--- src/rtl/fifo.sv ---
// fifo: synchronous FIFO with registered read data; define FIFO_OVF_FLAG_EN to add a sticky ovf_flag output
module fifo #(
  parameter int SIZE = 8,
  parameter int DEPTH = 4
) (
  input  logic            clk,
  input  logic            rst,
  input  logic [SIZE-1:0] data_in,
  input  logic            valid_write,
  input  logic            valid_read,
  output logic [SIZE-1:0] data_out,
  output logic            f_flag,
  output logic            e_flag,
  output logic            almost_full_flag
`ifdef FIFO_OVF_FLAG_EN
  ,
  output logic            ovf_flag
`endif
);
  localparam int AW = $clog2(DEPTH);
  logic [SIZE-1:0] mem [DEPTH];
  logic [AW-1:0] wptr, rptr;
  logic [AW:0] count;
  logic rd, wr;
  always_comb begin
    rd = valid_read && !e_flag;
    wr = valid_write && (!f_flag || rd);
  end
  assign f_flag = count == (AW+1)'(DEPTH);
  assign e_flag = count == '0;
  assign almost_full_flag = count >= (AW+1)'(DEPTH - 1);
  always_ff @(posedge clk)
    if (wr && !rst) mem[wptr] <= data_in;
  always_ff @(posedge clk) begin
    if (rst) begin
      wptr <= '0;
      rptr <= '0;
      count <= '0;
      data_out <= '0;
    end else begin
      if (wr) wptr <= wptr + AW'(1);
      if (rd) begin
        rptr <= rptr + AW'(1);
        data_out <= mem[rptr];
      end
      count <= count + (AW+1)'(wr) - (AW+1)'(rd);
    end
  end
`ifdef FIFO_OVF_FLAG_EN
  always_ff @(posedge clk)
    if (rst) ovf_flag <= 1'b0;
    else if (valid_write && !wr) ovf_flag <= 1'b1;
`endif
endmodule

--- config.mk ---
export PLATFORM = sky130hd
export DESIGN_NAME = fifo
export DESIGN_NICKNAME = d
export VERILOG_FILES = /design/src/rtl/fifo.sv
export SDC_FILE = /design/constraint.sdc
export NUM_CORES = 1
export LEC_CHECK = 0
export CORE_UTILIZATION = 40
export DETAILED_ROUTE_END_ITERATION = 10
export PLACE_DENSITY_LB_ADDON = 0.25
export SYNTH_ARGS = -nofsm -noshare
export SYNTH_HDL_FRONTEND = slang
export SYNTH_SLANG_ARGS = --single-unit
--- constraint.sdc ---
create_clock -name clk -period 2.2 [get_ports clk]
set_input_delay 0.22 -clock clk [delete_from_list [all_inputs] [get_ports clk]]
set_output_delay 0.22 -clock clk [all_outputs]
set_load 0.02 [all_outputs]
==> impl_results.md <==
* Total Die Area at ~0.0049 mm^2
* Vias at about 1100
* Initial Util at 42.3%
* Hold Path Class: reg -> reg
* FMAX at between 400 and 500 MHz
* Post-DP HPWL at approximately 2200 um
* Endpoints failing hold at 0
* RSZ-0062 raised after global routing: yes
* GPL Wtd Cong at roughly 0.75
* Port bufs at 22
* Post-synthesis sequential area ratio at just under 70%
* Post-DRT Antenna Nets at 0
* Sw Pwr at roughly 0.00069 W
* Cell Rows at 24
* Syn Inst Count at ~130
* Vias in the first global route at ~1100
* Clock Pin Slew Worst Setup and Hold Paths at ~80 ps
* CP Launch Type: register
* Synth unique cells at 25
* GR Overflow Total at 0
* GRT Overall Usage at approximately 15%
* Max-slew violations at 0
* Reg power frac at a little under half
* Sw Share at slightly below 30%
* Chip width at between 70 and 80 um
* Tcrit/Tclk final at a little over nine tenths
* Post-synth top area cell: edfxtp_1
* Final Setup Violations at 0
* Crit path kind: reg -> reg
* Comb power frac at 31.6%
* Initial detailed-routing violation count at 55
* Nets at about 180
* Overall routed net length at roughly 3200 um
* Crit-path max FO at 4
* Status: finished, final reports clean
* Power per Cell Area at slightly above 1000 mW/mm^2
* Final min period at about 2100 ps
* Most numerous cell in the Yosys netlist: edfxtp_1
* Share of layout cells above drive strength 1 at 20.2%
* Slew of the pin with the lowest slew margin at 449 ps
* First-pass GRT wire length at between 5000 and 6000 um
* Worst VDD drop at around 500 uV
* Final hold slack at approximately 460 ps
* Total iterations of the first detailed-routing run at 4
* Via/cell ratio at between 4 and 5
* Max Cap Viol at 0
* Synth Flop Type: edfxtp_1
* Clock Skews at between 5 and 6 ps
* FF-to-FF Start: count[1]
* Area delta synth->final at 23.7%
* Clock power frac at a little over a fifth
* Crit end category: register
* Yosys warning total at 0
* Root Buffer: clkbuf_8
* Clk_lat worst skew at roughly 290 ps
* H-tree level count at 2
* TNS Setup at 0 ps
* Clock sink count at 47
* Yosys reg bits at between 40 and 50
* Critical path arrival at approximately 2300 ps
* Ant diodes at 0
* Die H at 70.3 um
* CTS Buf Count at 5
* Largest net degree at the start of global routing at 14
* Worst rel slew slack at ~70%
* Synthesized area at 0.00187 mm^2
* Clk buf depth at 2
* Worst EP required at 2360 ps
* P_leak at between 0.8 and 0.9 nW
* R2r setup slk at approximately 92 ps
* Area share of the largest cell type after synthesis at about half
* DR WL/cell at about 15 um
* Core Area at between 0.004 and 0.005 mm^2
* Pint at roughly 0.0017 W
* Crit path from: count[1]
* Hold Path Origin: data_out[3]
* Syn avg cell area at between 10 and 15 um^2
* Post-synthesis net count at around 150
* Top Ports at 23
* DRC violations left at 0
* Post-synth top cells: edfxtp_1 (32), nand2_1 (17), dfxtp_1 (15), a21oi_1 (9)
* Top cells by area, synth: edfxtp_1 (51%), dfxtp_1 (16%), mux4_2 (9.6%)
* Hold Buf Count CTS at 0
* Initial antenna violation count at 0
* Async set or reset register ratio after synthesis at 0%
* CTS tree: done
* Overall Power at 0.00235 W
* Post-synth EDFFs at 32
## cells in the final DEF, fill, tap and decap left out, drive strengths merged
master / count
dfxtp: 15
edfxtp: 32
nand2b: 2
mux2i: 1
mux4: 8
clkbuf: 8
xor2: 1
nor2: 5
or3b: 1
nor3: 1
nor3b: 4
nor2b: 1
o21a: 1
o21ai: 2
or3: 1
inv: 9
xnor2: 1
nand2: 17
a21oi: 9
mux2: 1
clkdlybuf4s50: 22
ha: 7
fa: 1
o31ai: 1
buf: 12
## area by class of cell
cell class | count | area, um^2
Multi-Input combinational cell | 65 | 557
Sequential cell | 47 | 1260
Timing Repair Buffer | 34 | 310
Clock buffer | 8 | 80.1
Inverter | 9 | 33.8
Tap cell | 52 | 65.1
Fill cell | 373 | 2100
## power by group through the flow
stage | clock network [W] | registers (W) | logic [W]
floorplan | 0 | 0.00115 | 0.000424
global placement | 0 | 0.00113 | 0.000712
detailed placement | 0 | 0.00114 | 0.000731
CTS | 0.000504 | 0.00112 | 0.000734
global route | 0.000539 | 0.00113 | 0.000822
finish | 0.000487 | 0.00112 | 0.000742
## sequential cells by signal, indices dropped and copies added, names as in the netlist
register  flops
mem          32
count         3
rptr          2
wptr          2
data_out      8
## worst max-delay path, stage by stage, from the launching register on
cell	delay, ps
dfxtp_2	340
or3b_4	390
o21a_1	200
inv_2	60
ha_1	210
inv_1	50
ha_1	130
inv_1	50
fa_2	510
nor2_1	40
## per-layer routing
metal	global-route usage, %	vias to the layer above	share of wire [%]
met2	24.6	21	50
met1	18.4	516	44
met5	0	-	0
met3	4.18	2	4.5
met4	6.00	0	0.91
li1	-	521	-
## what timing repair did
action	4_1_cts	5_1_grt
setup endpoints to repair	0	2
setup buffers	0	1
resized for setup	0	6
## through the flow
| step | instances | setup WS, ps | instance area (um^2) | util (%) |
|---|---|---|---|---|
| final | 215 | 92.1 | 2310 | 52.4 |
| after detailed placement | 206 | 43.4 | 2210 | 50.2 |
| after global placement | 206 | 115 | 2210 | 50.2 |
| after CTS | 214 | 33.6 | 2290 | 52.0 |
| after floorplan | 126 | 7.03 | 1870 | - |
| after global routing | 215 | -10.3 | 2310 | 52.4 |
## logic make-up after synthesis
group | after synthesis | share of synthesized area (%)
AOI/OAI and AO/OA | 13 | 3.75
xor gates and xnor gates | 2 | 0.938
adders and majority gates | 8 | 5.76
buffers and inverters | 14 | 2.95
DFF | 47 | 67.5
muxes | 10 | 11.0
and+or+nand+nor | 32 | 8.10
## worst paths after layout
kind,to,depth (start not counted)
min reg2reg,data_out[3],2
max reg2reg,count[1],9
max,count[1],9
min,data_out[3],2
No activity file was read; power rests on OpenSTA's default activity.
